**src/rtl/pipe_stage_regs.sv**
```systemverilog
// Pipeline registers for a 5-stage MIPS-style core: PC, IF/ID, ID/EX, EX/MEM, MEM/WB,
// plus saturating stall/flush event counters for the hazard unit.
module pipe_stage_regs (
  input  logic        clk,
  input  logic        rst_n,
  input  logic        StallF,
  input  logic        StallD,
  input  logic        FlushE,
  input  logic        FlushD,
  input  logic        cnt_clr,
  input  logic [31:0] PCNextF,
  output logic [31:0] PCF,
  input  logic [31:0] InstrF,
  input  logic [31:0] PCPlus4F,
  output logic [31:0] InstrD,
  output logic [31:0] PCPlus4D,
  input  logic [7:0]  CtrlD,
  input  logic [95:0] DataD,
  input  logic [14:0] RegsD,
  output logic [7:0]  CtrlE,
  output logic [95:0] DataE,
  output logic [14:0] RegsE,
  input  logic [2:0]  CtrlE2M,
  input  logic [31:0] ALUOutE,
  input  logic [31:0] WriteDataE,
  input  logic [4:0]  WriteRegE,
  output logic [2:0]  CtrlM,
  output logic [31:0] ALUOutM,
  output logic [31:0] WriteDataM,
  output logic [4:0]  WriteRegM,
  input  logic [31:0] ReadDataM,
  output logic [1:0]  CtrlW,
  output logic [31:0] ReadDataW,
  output logic [31:0] ALUOutW,
  output logic [4:0]  WriteRegW,
  output logic [15:0] stall_cnt,
  output logic [15:0] flush_cnt
);

  logic [31:0] pc_q, pc_d;
  logic [31:0] instr_q, instr_d, pcp4_q, pcp4_d;
  logic [7:0]  ctrle_q, ctrle_d;
  logic [95:0] datae_q, datae_d;
  logic [14:0] regse_q, regse_d;
  logic [2:0]  ctrlm_q;
  logic [31:0] aluoutm_q, wdatam_q;
  logic [4:0]  wregm_q;
  logic [1:0]  ctrlw_q;
  logic [31:0] rdataw_q, aluoutw_q;
  logic [4:0]  wregw_q;
  logic [15:0] stall_q, stall_d, flush_q, flush_d;
  logic        flush_ev;

  always_comb pc_d = StallF ? pc_q : PCNextF;

  // Stall outranks flush: a stalled decode keeps its instruction even on a taken branch.
  always_comb begin
    instr_d = instr_q;
    pcp4_d  = pcp4_q;
    if (!StallD) begin
      if (FlushD) begin
        instr_d = '0;
        pcp4_d  = '0;
      end else begin
        instr_d = InstrF;
        pcp4_d  = PCPlus4F;
      end
    end
  end

  always_comb begin
    ctrle_d = FlushE ? '0 : CtrlD;
    datae_d = FlushE ? '0 : DataD;
    regse_d = FlushE ? '0 : RegsD;
  end

  // A suppressed FlushD (decode stalled) is not a flush event.
  assign flush_ev = FlushE | (FlushD & ~StallD);

  always_comb begin
    stall_d = stall_q;
    flush_d = flush_q;
    if (cnt_clr) begin
      stall_d = '0;
      flush_d = '0;
    end else begin
      if (StallF   && stall_q != 16'hFFFF) stall_d = stall_q + 16'd1;
      if (flush_ev && flush_q != 16'hFFFF) flush_d = flush_q + 16'd1;
    end
  end

  always_ff @(posedge clk or negedge rst_n) begin
    if (!rst_n) begin
      pc_q      <= '0;
      instr_q   <= '0;
      pcp4_q    <= '0;
      ctrle_q   <= '0;
      datae_q   <= '0;
      regse_q   <= '0;
      ctrlm_q   <= '0;
      aluoutm_q <= '0;
      wdatam_q  <= '0;
      wregm_q   <= '0;
      ctrlw_q   <= '0;
      rdataw_q  <= '0;
      aluoutw_q <= '0;
      wregw_q   <= '0;
      stall_q   <= '0;
      flush_q   <= '0;
    end else begin
      pc_q      <= pc_d;
      instr_q   <= instr_d;
      pcp4_q    <= pcp4_d;
      ctrle_q   <= ctrle_d;
      datae_q   <= datae_d;
      regse_q   <= regse_d;
      ctrlm_q   <= CtrlE2M;
      aluoutm_q <= ALUOutE;
      wdatam_q  <= WriteDataE;
      wregm_q   <= WriteRegE;
      ctrlw_q   <= ctrlm_q[2:1];
      rdataw_q  <= ReadDataM;
      aluoutw_q <= aluoutm_q;
      wregw_q   <= wregm_q;
      stall_q   <= stall_d;
      flush_q   <= flush_d;
    end
  end

  assign PCF        = pc_q;
  assign InstrD     = instr_q;
  assign PCPlus4D   = pcp4_q;
  assign CtrlE      = ctrle_q;
  assign DataE      = datae_q;
  assign RegsE      = regse_q;
  assign CtrlM      = ctrlm_q;
  assign ALUOutM    = aluoutm_q;
  assign WriteDataM = wdatam_q;
  assign WriteRegM  = wregm_q;
  assign CtrlW      = ctrlw_q;
  assign ReadDataW  = rdataw_q;
  assign ALUOutW    = aluoutw_q;
  assign WriteRegW  = wregw_q;
  assign stall_cnt  = stall_q;
  assign flush_cnt  = flush_q;

endmodule

```
**config.mk**
```make
export PLATFORM = sky130hd
export DESIGN_NAME = pipe_stage_regs
export DESIGN_NICKNAME = d
export VERILOG_FILES = /design/src/rtl/pipe_stage_regs.sv
export SDC_FILE = /design/constraint.sdc
export NUM_CORES = 1
export LEC_CHECK = 0
export BUFFER_PORTS_ARGS = -buffer_cell sky130_fd_sc_hd__buf_2
export CAP_MARGIN = 20
export CORE_AREA = 8 8 276 278
export CTS_CLUSTER_SIZE = 28
export DETAILED_ROUTE_END_ITERATION = 12
export DIE_AREA = 0 0 284 286
export GPL_ROUTABILITY_DRIVEN = 0
export HOLD_SLACK_MARGIN = 0.1
export PLACE_DENSITY_LB_ADDON = 0.3
export SETUP_SLACK_MARGIN = 0.05
export SKIP_LAST_GASP = 1
export SLEW_MARGIN = 40
export SYNTH_ARGS = -nofsm -noshare
export SYNTH_HDL_FRONTEND = slang
export SYNTH_SLANG_ARGS = --single-unit
```
**constraint.sdc**
```tcl
create_clock -name clk -period 2.15 [get_ports clk]
set_clock_uncertainty 0.2 [all_clocks]
set_input_delay 0.1075 -clock clk [delete_from_list [all_inputs] [get_ports clk]]
set_output_delay 0.1075 -clock clk [all_outputs]
set_load 0.01 [all_outputs]
```
==> flow_summary.toml, run 1 <==
[synth]
syn-cell-area_um2 = 13170
synth_top_area_share_pct = 74.10
ys_ff_latch = 390
syn_nets = 1273
ys_seq_area_share_pct = 74.10
async_flop_share_pct = 100.0
synthDistinctLibCells = 49
syn_inst = 945
synthTopCellsByArea = "dfrtp_1 (74%), nor2b_1 (6.3%), nand2b_1 (3.1%)"
synth_largest_area_cell = "dfrtp_1"
ys_warn_count = 0
synth_edf_count = 0
synth_area_per_cell_um2 = 13.94
synth_flop_cell = "dfrtp_1"

[clock_tree]
h-tree-depth = 2
cts.sinks = 390
cts-resized-gates = 1
post-cts-setup-buffers = 2
numCtsBuffers = 44
cts_hold_buf = 537
cts_root_buf = "clkbuf_16"
clockBufferDepth = 3

[floorplan]
rows = 99
die_h_um = 286
die_x_um = 284
initial_core_util_pct = 18.27
io_pins = 716

[placement]
placed_cell_area_um2 = 18090
portBuffers = 715
dp.cells = 2599
place_ws_ns = 0.02644
hpwl_um = 39060

[status]
lastStage = "4_1_cts"
status = "did not finish"
error_line = "[ERROR RSZ-0060] Max buffer count reached."
Yosys cell counts (2+ instances only):
cell,n
a211oi_1,7
a21oi_1,15
a22o_1,3
a311oi_1,2
a41oi_1,2
and2_1,4
and3_1,7
and4_1,3
buf_1,3
buf_2,6
buf_6,3
clkbuf_1,35
dfrtp_1,390
ha_1,2
inv_1,5
mux2_1,13
mux2_2,33
mux2i_1,2
nand2_1,71
nand2b_1,66
nand3_1,8
nand4_1,6
nor2_1,19
nor2b_1,133
nor3_1,4
nor4_1,3
o21ai_0,62
o21ai_1,4
o31a_1,2
o31ai_1,6
or3_1,2
or4_1,7
metrics by stage:
stage,utilization [%],hold WS [ns]
3_3_place_gp,25.09,-0.1269
3_5_place_dp,25.09,-0.1265
2_1_floorplan,-,-0.3881
cells by family after synthesis:
kind of cell             share of synthesized area (%)
flip-flops                                       74.10
AND/OR/NAND/NOR                                  14.77
AO/OA/AOI/OAI                                    5.016
buffers and inverters                            1.767
multiplexers                                     4.085
adder cells (fa/ha/maj)                         0.1900
XOR/XNOR                                       0.06651
==> run 2: changes to the inputs <==
--- a/config.mk
+++ b/config.mk
@@ -7,14 +7,11 @@
 export LEC_CHECK = 0
 export BUFFER_PORTS_ARGS = -buffer_cell sky130_fd_sc_hd__buf_2
 export CAP_MARGIN = 20
-export CORE_AREA = 8 8 276 278
-export CTS_CLUSTER_SIZE = 28
+export CORE_AREA = 8 8 270 272
 export DETAILED_ROUTE_END_ITERATION = 12
-export DIE_AREA = 0 0 284 286
+export DIE_AREA = 0 0 278 280
 export GPL_ROUTABILITY_DRIVEN = 0
-export HOLD_SLACK_MARGIN = 0.1
-export PLACE_DENSITY_LB_ADDON = 0.3
-export SETUP_SLACK_MARGIN = 0.05
+export PLACE_DENSITY_LB_ADDON = 0.15
 export SKIP_LAST_GASP = 1
 export SLEW_MARGIN = 40
 export SYNTH_ARGS = -nofsm -noshare
==> constraint.sdc (replaced) <==
create_clock -name clk -period 2.8 [get_ports clk]
set_clock_uncertainty 0.2 [all_clocks]
set_input_delay 0.14 -clock clk [delete_from_list [all_inputs] [get_ports clk]]
set_output_delay 0.14 -clock clk [all_outputs]
set_load 0.01 [all_outputs]
==> run 2 against run 1 <==
The run now ends clean. Synthesized area unchanged. Synthesized cell count unchanged.
==> flow_summary.toml, run 2 <==
[finish]
finalNonFillerCells = 3057
area_delta_synth_final_pct = 82.04
num-nets-final = 2453
layout_commonest_cell = "buf_2"
mostFrequentLayoutCells = "buf_2 (711), dlygate4sd3_1 (445), dfrtp_1 (390), nor2b_1 (133), nand2_1 (71)"
largest_register_ffs = 96
drive_above_1_share_pct = 39.58

[global_routing]
overflow = 0
first_global_vias = 13120
grt_start_max_net_pins = 120
grt_pass1_wl_um = 82940
track_usage_pct = 13.68
antenna_found_initial = 1

[synth]
synth_edf_count = 0
ys_warn_count = 0
ys_seq_area_share_pct = 74.10
synth_area_per_cell_um2 = 13.94
synth_largest_area_cell = "dfrtp_1"
synth_top_area_share_pct = 74.10
synth_flop_cell = "dfrtp_1"
synthTopCellsByArea = "dfrtp_1 (74%), nor2b_1 (6.3%), nand2b_1 (3.1%)"
synthDistinctLibCells = 49
syn-cell-area_um2 = 13170
yosys.cell_count.top_type = "dfrtp_1"
syn_inst = 945
synth_common_cells = "dfrtp_1 (390), nor2b_1 (133), nand2_1 (71)"
ys_ff_latch = 390
syn_nets = 1273
async_flop_share_pct = 100.0

[clock_tree]
clk_pin_slew_ns = 0.06
cts.sinks = 390
cts_root_buf = "clkbuf_16"
numCtsBuffers = 48
insertion_delay_ns = 0.57
cts_tree = "done"
h-tree-depth = 2
cts-resized-gates = 0
clockBufferDepth = 3

[setup_path]
crit_family = "simple AND/OR/NAND/NOR gates"
worstPathRequired_ns = 3.06
worstPathMaxFanout = 9
crit_slowest_cell = "dfrtp_1"
endpoint_kind = "flop"
slowest_delay_ns = 0.48
critPathKind = "reg -> reg"
start_kind = "flop"
path_buf_inv = 0
crit_chain = "ha_1 > nand4_1 > and3b_1 > a2111oi_2 > mux2_1"
cp.arrival_ns = 2.66

[routing]
antenna_left = 0
vias = 11620
vias_per_cell = 3.802
drtIter0Drc = 418
remaining_drc_errors = 0
wire_per_inst_um = 17.96
drt-total-wl_um = 54910
firstDrtPassIters = 6

[floorplan]
die_h_um = 280
rows = 97
coreArea_um2 = 68940
die_x_um = 278
io_pins = 716
initial_core_util_pct = 19.10
die_area_um2 = 77840

[timing]
slew_violations = 0
fin_setup_tns_ns = 0
tightest_slew_ns = 0.6919
max_freq_ghz = 0.4157
rsz0062_at_grt = "no"
finalHoldViolations = 0
setup_viol = 0
relSlewSlack_pct = 53.87
fin_crit_ns = 2.406
finalCritPeriodShare_pct = 85.92
whs_ns = 0.03831

[power]
power_uw = 14240
p_leak_uw = 0.01176
ir_worst_vdd_v = 0.0004020
p_per_area_nw_per_um2 = 593.9

[min_path]
hp-class = "in -> reg"

[run]
maxCapViolCount = 0

[placement]
dp.cells = 2520
hpwl_um = 39670
portBuffers = 715

[status]
status = "finished clean"
-- run 2: cell counts after synthesis --
Identical to the previous run, type by type.
-- run 2: worst paths after layout --
path,startpoint,end,slack [ns],depth (start not counted)
setup reg to reg,stall_cnt[0],stall_cnt[9],0.39,5
setup / recovery,stall_cnt[0],stall_cnt[9],0.39,5
hold / removal,ALUOutE[18],ALUOutM[18],0.04,2
hold reg to reg,ALUOutM[6],ALUOutW[6],0.17,0
min in group asynchronous,rst_n,PCPlus4D[29],0.46,3
max in group asynchronous,rst_n,PCPlus4D[16],1.22,4
-- run 2: what timing repair did --
| action | in CTS | in global routing |
|---|---|---|
| hold buffers | 445 | 1 |
| buffers inserted | 0 | 0 |
| hold endpoints to repair | 697 | 1 |
-- run 2: worst register-to-register path, cell delays in order, from the launching register on --
cell and delay, ns:
dfrtp_1 0.48, ha_1 0.30, nand4_1 0.20, and3b_1 0.32, a2111oi_2 0.43, mux2_1 0.36
-- run 2: through the flow --
step           setup WS [ns]  cell area, um2  util, %
6_report              0.3944           23980    34.78
5_1_grt               0.2268           23980    34.78
4_1_cts               0.3882           23960    34.76
3_5_place_dp          0.4002           17870    25.92
3_3_place_gp          0.4375           17870    25.92
2_1_floorplan         0.5669           13170        -
-- run 2: cell families after synthesis --
group                    Yosys count  share of synthesized area (%)
multiplexers                      48                          4.085
buffers and inverters             53                          1.767
flip-flops                       390                          74.10
XOR/XNOR                           1                        0.06651
adder cells (fa/ha/maj)            2                         0.1900
AO/OA/AOI/OAI                    109                          5.016
AND/OR/NAND/NOR                  342                          14.77
-- run 2: routing by layer --
layer  wire length [um]  track usage [%]
met2              28510            24.73
met3               4557            5.205
met1              20360            14.80
met4               1487            4.011
met5                  0                0
-- run 2: layout make-up --
type                            count  area (um2)
Fill cell                        6849       44960
Antenna cell                        1       2.502
Tap cell                          891        1115
Clock inverter                     22       235.2
Clock buffer                       68        1386
Timing Repair Buffer             1178        8280
Inverter                            5       18.77
Multi-Input combinational cell    502        3178
Sequential cell                   390        9759
-- run 2: where the power goes --
part	leakage [uW]	switching (uW)	internal (uW)	total (uW)
clock network	0.000801	2590	3760	6340
logic	0.00611	841	977	1820
registers	0.00485	127	5950	6080
Note: power is estimated with default switching activity, not from simulation.
==> run 3: changes to the inputs <==
--- a/config.mk
+++ b/config.mk
@@ -7,9 +7,9 @@
 export LEC_CHECK = 0
 export BUFFER_PORTS_ARGS = -buffer_cell sky130_fd_sc_hd__buf_2
 export CAP_MARGIN = 20
-export CORE_AREA = 8 8 270 272
+export CORE_AREA = 8 8 271 273
 export DETAILED_ROUTE_END_ITERATION = 12
-export DIE_AREA = 0 0 278 280
+export DIE_AREA = 0 0 279 281
 export GPL_ROUTABILITY_DRIVEN = 0
 export PLACE_DENSITY_LB_ADDON = 0.15
 export SKIP_LAST_GASP = 1
==> run 3 against run 2 <==
Die area increased by 0.72%. Non-clock buffer count up 4. Hold slack gained 0.0024 ns. Count of clock-buffer cells in the layout shrank 6. Cell area shrank 0.20%. Sequential power hardly changed. Routed wire length rose by 2.2%. Sequential share of layout area is 0.081 points higher. Critical path depth up 1. Critical path type unchanged. Critical endpoint is now stall_cnt[8]. Largest power group is now sequential cells. Highest routed layer unchanged.
==> flow_summary.toml, run 3 (synthesized netlist as in run 2, its figures left out) <==
[setup_path]
worstPathRequired_ns = 3.05
endpoint_kind = "flop"
worstPathMaxFanout = 9
start_kind = "flop"
critPathKind = "reg -> reg"
cp.arrival_ns = 2.88

[floorplan]
die_h_um = 281
rows = 97
die_x_um = 279
coreArea_um2 = 69300
initial_core_util_pct = 19.00
io_pins = 716
die_area_um2 = 78400

[clock_tree]
cts_root_buf = "clkbuf_16"
clockBufferDepth = 3
cts_tree = "done"
insertion_delay_ns = 0.57
h-tree-depth = 2
numCtsBuffers = 46
cts_hold_buf = 450
cts.sinks = 390
post-cts-setup-buffers = 0
clk_pin_slew_ns = 0.06
cts-resized-gates = 0

[power]
power_uw = 13830
switchingPower_uw = 3430
clkPwrFrac_pct = 42.9
p_per_area_nw_per_um2 = 578.0
swShare_pct = 24.80
power.internal_uw = 10400
p_leak_uw = 0.01171
seqPwrFrac_pct = 44.0
combPwrFrac_pct = 13.2
ir_worst_vdd_v = 0.0004665

[routing]
drt-total-wl_um = 56110
remaining_drc_errors = 0
drtIter0Drc = 408
antenna_left = 0
vias = 11650
vias_per_cell = 3.756
firstDrtPassIters = 7
wire_per_inst_um = 18.09

[global_routing]
grt_start_max_net_pins = 82
antenna_found_initial = 2
track_usage_pct = 13.78
grt_pass1_wl_um = 83230
first_global_vias = 13100
overflow = 0

[timing]
finalCritPeriodShare_pct = 94.02
max_freq_ghz = 0.3798
setup_slack_ns = 0.1673
relSlewSlack_pct = 55.37
finalHoldViolations = 0
setup_viol = 0
fin_crit_ns = 2.633
fin_setup_tns_ns = 0
rsz0062_at_grt = "no"
whs_ns = 0.04075
slew_violations = 0
tightest_slew_ns = 0.6695

[finish]
drive_above_1_share_pct = 39.21
finalNonFillerCells = 3102
num-nets-final = 2455
largest_register_ffs = 96
fillCellCount = 7009
area_delta_synth_final_pct = 81.68
mostFrequentLayoutCells = "buf_2 (711), dlygate4sd3_1 (449), dfrtp_1 (390), nor2b_1 (133), nand2_1 (71)"
layout_commonest_cell = "buf_2"

[placement]
portBuffers = 715
dp.cells = 2569
hpwl_um = 41190
place_ws_ns = 0.4239

[run]
maxCapViolCount = 0

[min_path]
hp-class = "in -> reg"

[status]
status = "finished clean"
## run 3: cell types whose count changed in the layout (fill, tap and decap cells not counted), sizes merged
cell         previous run  this run
clkbuf                 68        62
inv                     8         6
dlygate4sd3           445       449
diode                   1         2
clkinvlp                2         1
## run 3: per-layer routing
metal	wire [um]	vias up	share of wire, %	track usage (%)
li1	-	5485	-	-
met5	0	-	0	0
met4	1440	0	2.6	3.984
met2	29240	415	52	25.07
met3	4706	78	8.4	5.212
met1	20720	5673	37	14.80
## run 3: final cells by class
cell class                      count  area, um2  area share, %
Antenna cell                        2      5.005        0.02092
Multi-Input combinational cell    502       3178          13.28
Clock buffer                       62       1271          5.313
Inverter                            5      18.77        0.07844
Clock inverter                     19      224.0         0.9360
Tap cell                          940       1176          4.915
Sequential cell                   390       9759          40.79
Timing Repair Buffer             1182       8295          34.67
## run 3: critical path, cell delays in order (launching register included)
cell and delay (ns):
dfrtp_1 0.49, ha_1 0.28, nand4_1 0.23, a311oi_1 0.50
xnor2_1 0.18, nor2_1 0.05, dlygate4sd3_1 0.57
## run 3: through the flow
step	area (um2)	utilization [%]
detailed placement	17900	25.83
global route	23930	34.53
global placement	17900	25.83
floorplan	13170	-
finish	23930	34.53
CTS	23920	34.52
## run 3: power by group through the flow
| stage | Sequential, uW | Clock [uW] | Combinational [uW] |
|---|---|---|---|
| final | 6080 | 5930 | 1820 |
| after global routing | 6120 | 6380 | 1990 |
| after CTS | 6080 | 6180 | 1860 |
| after detailed placement | 6180 | 0 | 1320 |
| after global placement | 6170 | 0 | 1310 |
| after floorplan | 6340 | 0 | 274 |
## run 3: path summary, 6_finish.rpt
path                       cells past startpoint  slack, ns         start      endpoint
setup / recovery                               6       0.17  stall_cnt[0]  stall_cnt[8]
setup reg to reg                               6       0.17  stall_cnt[0]  stall_cnt[8]
max in group asynchronous                      3       1.89         rst_n   ALUOutM[16]
hold reg to reg                                0       0.17   ALUOutM[14]   ALUOutW[14]
hold / removal                                 2       0.04  ReadDataM[1]  ReadDataW[1]
min in group asynchronous                      3       0.06         rst_n       PCF[20]
==> run 4: changes to the inputs <==
--- a/config.mk
+++ b/config.mk
@@ -11,7 +11,6 @@
 export DETAILED_ROUTE_END_ITERATION = 12
 export DIE_AREA = 0 0 279 281
 export GPL_ROUTABILITY_DRIVEN = 0
-export PLACE_DENSITY_LB_ADDON = 0.15
 export SKIP_LAST_GASP = 1
 export SLEW_MARGIN = 40
 export SYNTH_ARGS = -nofsm -noshare
==> run 4 against run 3 <==
Cell count increased by 0.90%. Non-clock buffer count grew 30. Die area is the same. Critical path type unchanged.
==> flow_summary.toml, run 4 (synthesized netlist as in run 2, its figures left out) <==
[status]
status = "finished clean"

[timing]
relSlewSlack_pct = 50.34
max_freq_ghz = 0.4169
finalCritPeriodShare_pct = 85.66
tightest_slew_ns = 0.7449
setup_slack_ns = 0.4016
rsz0062_at_grt = "no"
setup_viol = 0
fin_setup_tns_ns = 0
slew_violations = 0
finalHoldViolations = 0
fin_crit_ns = 2.398

[routing]
wire_per_inst_um = 17.70
drtIter0Drc = 416
antenna_left = 0
remaining_drc_errors = 0
drt-total-wl_um = 55410
firstDrtPassIters = 4
vias_per_cell = 3.894
vias = 12190

[finish]
drive_above_1_share_pct = 38.65
mostFrequentLayoutCells = "buf_2 (711), dlygate4sd3_1 (477), dfrtp_1 (390), nor2b_1 (133), nand2_1 (71)"
area_delta_synth_final_pct = 83.46
fillCellCount = 6618
largest_register_ffs = 96
num-nets-final = 2483
layout_commonest_cell = "buf_2"
finalInstanceArea_um2 = 24160

[power]
swShare_pct = 24.42
ir_worst_vdd_v = 0.0004481
p_per_area_nw_per_um2 = 568.9
switchingPower_uw = 3357
combPwrFrac_pct = 13.5
clkPwrFrac_pct = 42.0
seqPwrFrac_pct = 44.5
p_leak_uw = 0.01187
power.internal_uw = 10390

[global_routing]
grt_pass1_wl_um = 83050
grt_start_max_net_pins = 127
overflow = 0
antenna_found_initial = 4
track_usage_pct = 13.51
first_global_vias = 13840

[clock_tree]
clockBufferDepth = 3
clk_pin_slew_ns = 0.06
cts_root_buf = "clkbuf_16"
insertion_delay_ns = 0.56
post-cts-setup-buffers = 0
numCtsBuffers = 44
h-tree-depth = 2
cts.sinks = 390
cts_tree = "done"

[setup_path]
startpoint = "stall_cnt[0]"
r2r-start = "stall_cnt[0]"
r2r_slack_ns = 0.40
critPathKind = "reg -> reg"
worstPathRequired_ns = 3.03
cp.arrival_ns = 2.63
start_kind = "flop"
endpoint_kind = "flop"
worstPathMaxFanout = 9

[min_path]
hp-class = "in -> async"

[placement]
placed_cell_area_um2 = 17940
hpwl_um = 37080
portBuffers = 715
place_ws_ns = 0.4066

[run]
maxCapViolCount = 0

[floorplan]
io_pins = 716
coreArea_um2 = 69300
rows = 97
initial_core_util_pct = 19.00
die_area_um2 = 78400
die_x_um = 279
die_h_um = 281
-- run 4: changes by cell type in the layout (fill, tap and decap cells not counted), moves of 2 or more --
cell           delta
clkinv_4          +3
clkbuf_1          +2
dlygate4sd3_1    +28
clkinv_8          -2
clkinv_2          -4
buf_4             +2
-- run 4: what timing repair did --
| action | 4_1_cts | 5_1_grt |
|---|---|---|
| hold endpoints to repair | 689 | 1 |
| hold buffers | 476 | 1 |
| resized for setup | 0 | 0 |
-- run 4: final timing paths --
path | end | cells after the start
max | stall_cnt[9] | 5
min | RegsE[7] | 2
max reg2reg | stall_cnt[9] | 5
min reg2reg | ALUOutW[15] | 0
max in group asynchronous | stall_cnt[12] | 3
min in group clk | ALUOutM[6] | 2
-- run 4: power groups by stage --
stage | clock network, uW | logic, uW | registers (uW)
after CTS | 5940 | 1850 | 6100
after global placement | 0 | 1260 | 6190
after global routing | 6180 | 2010 | 6140
final | 5770 | 1860 | 6110
after floorplan | 0 | 274 | 6340
after detailed placement | 0 | 1290 | 6200
-- run 4: worst max-delay path, stage by stage, from the launching register on --
cell	delay, ns
dfrtp_1	0.48
ha_1	0.31
nand4_1	0.19
and3b_1	0.31
a2111oi_2	0.43
mux2_1	0.36
-- run 4: area by class of cell --
cell class                 count  area [um2]  area share [%]
sequential                   390        9759           40.39
clock buffer                  64        1267           5.246
timing repair buffer        1212        8583           35.52
clock inverter                16       176.4          0.7302
inverter                       5       18.77         0.07768
multi-input combinational    502        3178           13.15
tap                          940        1176           4.868
antenna                        1       2.502         0.01036
-- run 4: through the flow --
step,cells,total power (uW),hold WS [ns],util (%)
6_report,3130,13750,0.03636,34.87
5_1_grt,3130,14330,0.003128,34.87
4_1_cts,3128,13890,0.00002537,34.84
3_5_place_dp,2572,7484,0.03810,25.89
3_3_place_gp,2572,7452,0.01720,25.89
2_1_floorplan,945,6617,-0.3556,-
-- run 4: metal layers --
layer	wire length [um]	share of wire (%)	track usage [%]	up-vias
li1	-	-	-	5541
met1	19910	36	14.33	5927
met2	27770	50	23.63	569
met4	2654	4.8	6.497	4
met5	27	0.049	0	-
met3	5057	9.1	5.022	146
